<file path="config.mk">
export PLATFORM = sky130hd
export DESIGN_NAME = button_gesture_decoder
export DESIGN_NICKNAME = d
export VERILOG_FILES = /design/src/rtl/button_gesture_decoder_pkg.sv /design/src/rtl/button_gesture_decoder_gesture_timer.sv /design/src/rtl/button_gesture_decoder.sv
export SDC_FILE = /design/constraint.sdc
export NUM_CORES = 1
export LEC_CHECK = 0
export CORE_MARGIN = 4
export CORE_UTILIZATION = 45
export CTS_CLUSTER_DIAMETER = 120
export DETAILED_ROUTE_END_ITERATION = 16
export PLACE_DENSITY = 0.68
export SYNTH_ARGS = -nofsm -noshare
export SYNTH_HDL_FRONTEND = slang
export SYNTH_HIERARCHICAL = 1
export SYNTH_SLANG_ARGS = --single-unit
</file>
<file path="constraint.sdc">
create_clock -name i_clk -period 3.7 [get_ports i_clk]
set_clock_uncertainty 0.05 [all_clocks]
set_input_delay 0.74 -clock i_clk [delete_from_list [all_inputs] [get_ports i_clk]]
set_output_delay 0.74 -clock i_clk [all_outputs]
set_load 0.1 [all_outputs]
</file>
<file path="src/rtl/button_gesture_decoder_pkg.sv">
// Shared types and constants for the button gesture decoder.
package button_gesture_decoder_pkg;

    // Width of the shared timeout counter; covers up to 2^26-1 cycles.
    localparam int CNT_W = 26;

    // Gesture recogniser states.
    typedef enum logic [2:0] {
        IDLE      = 3'd0,
        PRESS1    = 3'd1,
        WAIT_GAP  = 3'd2,
        PRESS2    = 3'd3,
        LONG_HELD = 3'd4
    } gesture_state_t;

endpackage

</file>
<file path="src/rtl/button_gesture_decoder_gesture_timer.sv">
// Timeout counter for the gesture decoder: synchronous clear, count enable
// and a terminal-count compare against a caller-selected limit.
module gesture_timer
    import button_gesture_decoder_pkg::*;
(
    input  logic             i_clk,
    input  logic             i_rst_n,
    input  logic             clear,
    input  logic             enable,
    input  logic [CNT_W-1:0] terminal,
    output logic             tc
);

    logic [CNT_W-1:0] cnt;

    // Counter register: clear has priority over enable; the caller stops
    // enabling once tc is seen, so the count never wraps.
    always_ff @(posedge i_clk) begin
        if (!i_rst_n) begin
            cnt <= '0;
        end else if (clear) begin
            cnt <= '0;
        end else if (enable) begin
            cnt <= cnt + CNT_W'(1);
        end
    end

    assign tc = (cnt == terminal);

endmodule

</file>
<file path="src/rtl/button_gesture_decoder.sv">
// Classifies debounced press/release strobes into single click, double click
// and long press gestures, with a hold level while a long press is held.
module button_gesture_decoder
    import button_gesture_decoder_pkg::*;
#(
    parameter int LONG_CYCLES = 50_000_000,
    parameter int GAP_CYCLES  = 12_500_000
) (
    input  logic i_clk,
    input  logic i_rst_n,
    input  logic i_btn_down,
    input  logic i_btn_up,
    output logic o_single,
    output logic o_double,
    output logic o_long,
    output logic o_hold,
    output logic o_busy
);

    // Terminal counts: the timeout fires when the counter reaches limit-1.
    localparam logic [CNT_W-1:0] LONG_TC = CNT_W'(LONG_CYCLES - 1);
    localparam logic [CNT_W-1:0] GAP_TC  = CNT_W'(GAP_CYCLES - 1);

    gesture_state_t   state;
    gesture_state_t   state_nxt;
    logic             down_evt;
    logic             up_evt;
    logic             tmr_clear;
    logic             tmr_enable;
    logic             tmr_tc;
    logic [CNT_W-1:0] tmr_terminal;
    logic             single_nxt;
    logic             double_nxt;
    logic             long_nxt;

    // A press and a release in the same cycle cancel each other out.
    assign down_evt = i_btn_down & ~i_btn_up;
    assign up_evt   = i_btn_up & ~i_btn_down;

    // Only the gap wait uses the shorter limit; every other state times the hold.
    assign tmr_terminal = (state == WAIT_GAP) ? GAP_TC : LONG_TC;

    gesture_timer u_timer (
        .i_clk    (i_clk),
        .i_rst_n  (i_rst_n),
        .clear    (tmr_clear),
        .enable   (tmr_enable),
        .terminal (tmr_terminal),
        .tc       (tmr_tc)
    );

    // State register.
    always_ff @(posedge i_clk) begin
        if (!i_rst_n) begin
            state <= IDLE;
        end else begin
            state <= state_nxt;
        end
    end

    // Next-state and pulse decode; strobes are checked before timeouts so a
    // release beats the long timeout and a press beats the gap timeout.
    always_comb begin
        state_nxt  = state;
        tmr_clear  = 1'b0;
        tmr_enable = 1'b0;
        single_nxt = 1'b0;
        double_nxt = 1'b0;
        long_nxt   = 1'b0;
        unique case (state)
            IDLE: begin
                if (down_evt) begin
                    state_nxt = PRESS1;
                    tmr_clear = 1'b1;
                end
            end
            PRESS1: begin
                if (up_evt) begin
                    state_nxt = WAIT_GAP;
                    tmr_clear = 1'b1;
                end else if (tmr_tc) begin
                    state_nxt = LONG_HELD;
                    long_nxt  = 1'b1;
                    tmr_clear = 1'b1;
                end else begin
                    tmr_enable = 1'b1;
                end
            end
            WAIT_GAP: begin
                if (down_evt) begin
                    state_nxt = PRESS2;
                    tmr_clear = 1'b1;
                end else if (tmr_tc) begin
                    state_nxt  = IDLE;
                    single_nxt = 1'b1;
                    tmr_clear  = 1'b1;
                end else begin
                    tmr_enable = 1'b1;
                end
            end
            PRESS2: begin
                if (up_evt) begin
                    state_nxt  = IDLE;
                    double_nxt = 1'b1;
                    tmr_clear  = 1'b1;
                end else if (tmr_tc) begin
                    // The pending first click is dropped in favour of the long press.
                    state_nxt = LONG_HELD;
                    long_nxt  = 1'b1;
                    tmr_clear = 1'b1;
                end else begin
                    tmr_enable = 1'b1;
                end
            end
            LONG_HELD: begin
                if (up_evt) begin
                    state_nxt = IDLE;
                end
            end
            default: begin
                state_nxt = IDLE;
                tmr_clear = 1'b1;
            end
        endcase
    end

    // Registered one-cycle gesture pulses.
    always_ff @(posedge i_clk) begin
        if (!i_rst_n) begin
            o_single <= 1'b0;
            o_double <= 1'b0;
            o_long   <= 1'b0;
        end else begin
            o_single <= single_nxt;
            o_double <= double_nxt;
            o_long   <= long_nxt;
        end
    end

    // Status levels come straight from the state register.
    assign o_hold = (state == LONG_HELD);
    assign o_busy = (state != IDLE);

endmodule

</file>
==> results of run 1 <==
routing by layer:
| layer | share of wire, % | routed length [um] | vias to the layer above | GRT usage, % |
|---|---|---|---|---|
| met1 | 50 | 1860 | 709 | 20.5 |
| met3 | 2.9 | 106 | 5 | 4.29 |
| met5 | 0 | 0 | - | 0 |
| li1 | - | - | 805 | - |
| met4 | 1.8 | 68 | 0 | 8.14 |
| met2 | 45 | 1670 | 13 | 23.8 |
logic make-up after synthesis:
| family | share of synthesized area (%) |
|---|---|
| multiplexers | 0.540 |
| XOR/XNOR | 18.4 |
| flip-flops | 34.5 |
| AO/OA/AOI/OAI | 10.1 |
| other | 0.405 |
| buffers and inverters | 5.73 |
| adder cells (fa/ha/maj) | 0.675 |
| AND/OR/NAND/NOR | 29.6 |
tightest hold or removal path, delay by kind of cell (launching register included):
| kind | cells | cell delay, ns |
|---|---|---|
| AOI/OAI and AO/OA | 2 | 0.12 |
| DFF | 1 | 0.33 |
final timing paths:
| path | start | endpoint | slack, ns | depth (start not counted) |
|---|---|---|---|---|
| setup / recovery | state[1]$_SDFFE_PN0P_ | u_timer/cnt[19]$_SDFFE_PP0P_ | 0.56 | 11 |
| hold / removal | u_timer/cnt[25]$_SDFFE_PP0P_ | u_timer/cnt[25]$_SDFFE_PP0P_ | 0.44 | 2 |
| setup reg to reg | state[1]$_SDFFE_PN0P_ | u_timer/cnt[19]$_SDFFE_PP0P_ | 0.56 | 11 |
| hold reg to reg | u_timer/cnt[25]$_SDFFE_PP0P_ | u_timer/cnt[25]$_SDFFE_PP0P_ | 0.44 | 2 |
sequential cells by signal (all words and copies together), names as in the netlist:
signal	flops
o_long	1
o_double	1
state	3
o_single	1
u_timer/cnt	26
metrics by stage:
step	setup WS [ns]	hold slack (ns)	total power (W)
3_5_place_dp	0.346	0.440	0.000413
2_1_floorplan	0.546	0.410	0.000402
5_1_grt	0.275	0.457	0.000725
4_1_cts	0.546	0.450	0.000707
3_3_place_gp	0.419	0.434	0.000413
6_report	0.555	0.444	0.000694
synthesized netlist by cell type (all sizes together), types with 7 or more instances:
cell type / n
buf: 7
a21oi: 14
xor2: 24
nand3: 12
or3: 7
nor4: 8
dfxtp: 32
nor2: 18
xnor2: 15
nand2: 11
nand4: 11
o21ai: 8
power breakdown:
group	switching (W)	internal (W)
registers	0.00000245	0.000347
clock network	0.000122	0.000165
logic	0.0000348	0.0000221
area by class of cell:
type	count	area (sq um)	share of cell area [%]
well taps	50	62.6	2.97
multi-input cells	183	1170	55.3
inverters	4	15.0	0.712
flip-flops and latches	32	641	30.4
clock buffers	7	96.3	4.57
repair buffers	15	128	6.05
==> impl_results.md, run 1 <==
* Drt via density at 5.26
* # IOs at 9
* Leakage power figure at 0.759 nW
* Peak supply drop at 304 uV
* Sequential element share of the synthesized area at 34.5%
* Die X at 72.2 um
* Critical path class: flip-flop to flip-flop
* Vias at 1,532
* Distinct cell type count after synthesis at 41
* Post-route ant nets at 0
* CTS Sinks at 32
* Setup tns final at 0 ns
* Starting Density at 46.4%
* Mapped Cells at 214
* Slew @ Worst Pin at 0.964 ns
* Port Buffer Count at 8
* Core box area at 4000 sq um
* # diodes at 0
* Number of core rows at 23
* Height of the die at 72.2 um
* Pre-antenna DRT Iters at 4
* Post-CTS sizing at 0
* Layout cells sized above 1 at 10.4%
* Status: finished, final reports clean
* Synth top area cells: dfxtp_1 (35%), xor2_1 (11%), xnor2_1 (7.1%)
* Setup Viol. Count Final at 0
* GRT Resource Usage Total at 15.8%
* Fin crit period at 3.14 ns
* Util after Layout at 52.7%
* Unrepaired setup endpoints after global routing: no
* Hold Buf Count CTS at 0
* Max-Cap Viols at 0
* CTS tree: done
* DRC viols at 0
* Arr. time, crit path at 3.31 ns
* FMAX at 0.318 GHz
* CP Capture Type: flip-flop
* Initial antenna violation count at 0
* Placed cell count at 284
* Commonest non-fill, non-tap cell in the layout: dfxtp_1
* Root buf cell: clkbuf_8
* Max stage delay cell, worst path: or4_1
* Post-detailed-routing wire length at 3700 um
* Final Max Tran Viols at 0
* Worst-path cell chain: nand2_1 > inv_1 > xor2_1 > nor4_1 > nand3_1 > nor4_1 > nor4_1 > and4_1 > nand4b_1 > or4_1 > a21oi_1
* Maximum clock insertion buffer count at 2
* Max-slew headroom at 35.5%
* Design area at 2110 sq um
* Fillers at 398
* Startpoint class of the critical path: flip-flop
* Vias in the first global route at 1,365
* Final cell count without fillers at 291
* CP Buf/Inv Count at 1
* Post-CTS Setup Bufs at 0
* Largest delay share family, worst path: simple AND/OR/NAND/NOR gates
* Share of the synthesized area in the top cell type at 34.5%
* Die area at 5210 sq um
* Worst path most repeated cell: nor4_1
* Area Overhead vs Synth at 13.8%
* DPL Wire Length at 2650 um
* GRT overflow at 0
* Critical path's largest stage delay at 0.54 ns
* Fin crit share at 85.0%
* Routed length per placed instance at 12.7 um
* Depth of the CTS H-tree at 2
* Mapped Area at 1850 sq um
* Clock slew seen by the registers of the worst setup and hold paths at 0.06 ns
* Dpl cell area at 2010 sq um
* Clock latency on the worst-skew pair at 0.28 ns
* Syn_area_per_cell at 8.66 sq um
* Final Hold Vio Count at 0
* Post-synth EDFFs at 0
* HP Class: flip-flop to flip-flop
* Synth warn at 6
* Top_reg_cell synth: dfxtp_1
* Yosys reg bits at 32
* PwrDens at 329 nW/um^2
* FFs w/ async S/R, synth at 0%
* Largest net degree at the start of global routing at 27
* Leading area contributor after synthesis: dfxtp_1
* Layout net count at 246
* CTS Buf Count at 5
* Routability cong. at 0.827
* Initial DRC Count at 91
* CP Max Fanout at 8
* WP data required at 3.87 ns
* First-pass GRT wire length at 6350 um
* Highest-count cells in the layout ignoring fill and taps: dfxtp_1 (32), xor2_1 (24), nor2_1 (18), conb_1 (18), xnor2_1 (15)
Note: power is estimated with default switching activity, not from simulation.
==> run 2: changes to the inputs <==
- clock period: 3.7 -> 2.9 ns (I/O delays scaled with it)
==> run 2 against run 1 <==
Effect of this change:
- clock power increased by 23%
- sequential share of layout area decreased by 1.7 points
- sequential power increased by 28%
- first-iteration DRC count increased by 2.2%
- global-route usage decreased by 0.11 points
- highest routed layer unchanged
- largest cell class unchanged
- cell count increased by 4.8%
==> impl_results.md, run 2 (same netlist as run 1, synthesis figures left out) <==
* Critical path's largest stage delay at 0.39 ns
* Worst-path cell chain: nor2_2 > nand2_2 > buf_4 > xnor2_1 > nand4_1 > nor4_2 > buf_4 > nor4_4 > buf_4 > nand4_1 > or3_4 > or3_1 > a21oi_1
* Pre-antenna DRT Iters at 4
* Leakage power figure at 0.832 nW
* CTS tree: done
* CTS Buf Count at 5
* Clock network power share at 40.1%
* Max-Cap Viols at 0
* Fin crit share at 91.9%
* FMAX at 0.375 GHz
* Clock slew seen by the registers of the worst setup and hold paths at 0.06 ns
* Drt via density at 5.29
* Die X at 72.2 um
* Maximum clock insertion buffer count at 2
* Initial antenna violation count at 0
* Design Power at 0.000881 W
* Arr. time, crit path at 2.83 ns
* Peak supply drop at 252 uV
* Startpoint class of the critical path: flip-flop
* Dpl cell area at 2120 sq um
* Placed cell count at 297
* Depth of the CTS H-tree at 2
* Number of core rows at 23
* Routed length per placed instance at 12.6 um
* Final Max Tran Viols at 0
* GRT overflow at 0
* Fin crit period at 2.67 ns
* Clock latency on the worst-skew pair at 0.28 ns
* Status: finished, final reports clean
* First-pass GRT wire length at 6490 um
* Vias at 1,614
* Max FFs per register at 26
* Largest net degree at the start of global routing at 27
* HP Class: flip-flop to flip-flop
* Combinational Power Share at 9.4%
* Critical path class: flip-flop to flip-flop
* Final cell count without fillers at 305
* DPL Wire Length at 2810 um
* Commonest non-fill, non-tap cell in the layout: dfxtp_1
* Int Power at 0.000671 W
* Post-detailed-routing wire length at 3840 um
* Design area at 2240 sq um
* Vias in the first global route at 1,405
* Final Hold Vio Count at 0
* # diodes at 0
* Post-CTS Setup Bufs at 0
* Max stage delay cell, worst path: or3_4
* PwrDens at 393 nW/um^2
* Largest delay share family, worst path: simple AND/OR/NAND/NOR gates
* Reg power frac at 50.5%
* Port Buffer Count at 8
* Height of the die at 72.2 um
* Core box area at 4000 sq um
* Die area at 5210 sq um
* Biggest registers after layout: u_timer/cnt: 26 flops, state: 3 flops
* Routability cong. at 0.828
* Util after Layout at 56.0%
* Setup Viol. Count Final at 0
* DRC viols at 0
* Sw power at 0.000210 W
* Root buf cell: clkbuf_8
* Sw Share at 23.8%
* CP Capture Type: flip-flop
* CP Buf/Inv Count at 3
* Setup tns final at 0 ns
* Fillers at 380
* Post-route ant nets at 0
* Largest Register: u_timer/cnt
* WP data required at 3.06 ns
* Post-CTS sizing at 0
* Worst path most repeated cell: buf_4
* Area Overhead vs Synth at 20.7%
* Hold Buf Count CTS at 0
* CP Max Fanout at 6
* # IOs at 9
* Layout net count at 259
* Highest-count cells in the layout ignoring fill and taps: dfxtp_1 (32), buf_4 (24), xor2_1 (24)
* GRT Resource Usage Total at 15.6%
* Layout cells sized above 1 at 18.0%
* Starting Density at 46.4%
* CTS Sinks at 32
* Initial DRC Count at 93
[run 2: area by class of cell]
cell class	count	area (sq um)	area share [%]
clock buffer	8	90.1	4.02
sequential	32	641	28.6
multi-input combinational	183	1200	53.6
timing repair buffer	28	230	10.3
tap	50	62.6	2.79
inverter	4	15.0	0.671
[run 2: stage by stage]
stage / hold slack [ns] / setup WS [ns]
after global placement: 0.436 / -0.0619
after floorplan: 0.410 / 0.0127
after global routing: 0.488 / -0.00428
after detailed placement: 0.444 / -0.118
final: 0.454 / 0.235
after CTS: 0.456 / 0.0281
[run 2: path summary, 6_finish.rpt]
kind | from | to | slack, ns | cells after the start
setup / recovery | state[0]$_SDFFE_PN0P_ | u_timer/cnt[18]$_SDFFE_PP0P_ | 0.23 | 13
hold / removal | u_timer/cnt[25]$_SDFFE_PP0P_ | u_timer/cnt[25]$_SDFFE_PP0P_ | 0.45 | 2
setup reg to reg | state[0]$_SDFFE_PN0P_ | u_timer/cnt[18]$_SDFFE_PP0P_ | 0.23 | 13
hold reg to reg | u_timer/cnt[25]$_SDFFE_PP0P_ | u_timer/cnt[25]$_SDFFE_PP0P_ | 0.45 | 2
[run 2: tightest hold or removal path: cells and delay by family, from the launching register on]
kind	cells	cell delay, ns
DFF	1	0.33
AOI/OAI and AO/OA	2	0.13
[run 2: layer usage]
metal | GRT usage (%) | vias to the layer above | routed length (um)
li1 | - | 832 | -
met1 | 22.6 | 753 | 1920
met2 | 23.5 | 27 | 1720
met3 | 4.16 | 2 | 178
met4 | 3.13 | 0 | 23
met5 | 0 | - | 0
[run 2: power groups by stage]
| stage | Sequential, W | Combinational, W | Clock [W] |
|---|---|---|---|
| 2_1_floorplan | 0.000455 | 0.0000599 | 0 |
| 3_3_place_gp | 0.000454 | 0.0000796 | 0 |
| 3_5_place_dp | 0.000454 | 0.0000798 | 0 |
| 4_1_cts | 0.000444 | 0.0000801 | 0.000367 |
| 5_1_grt | 0.000445 | 0.0000906 | 0.000385 |
| 6_report | 0.000445 | 0.0000825 | 0.000354 |
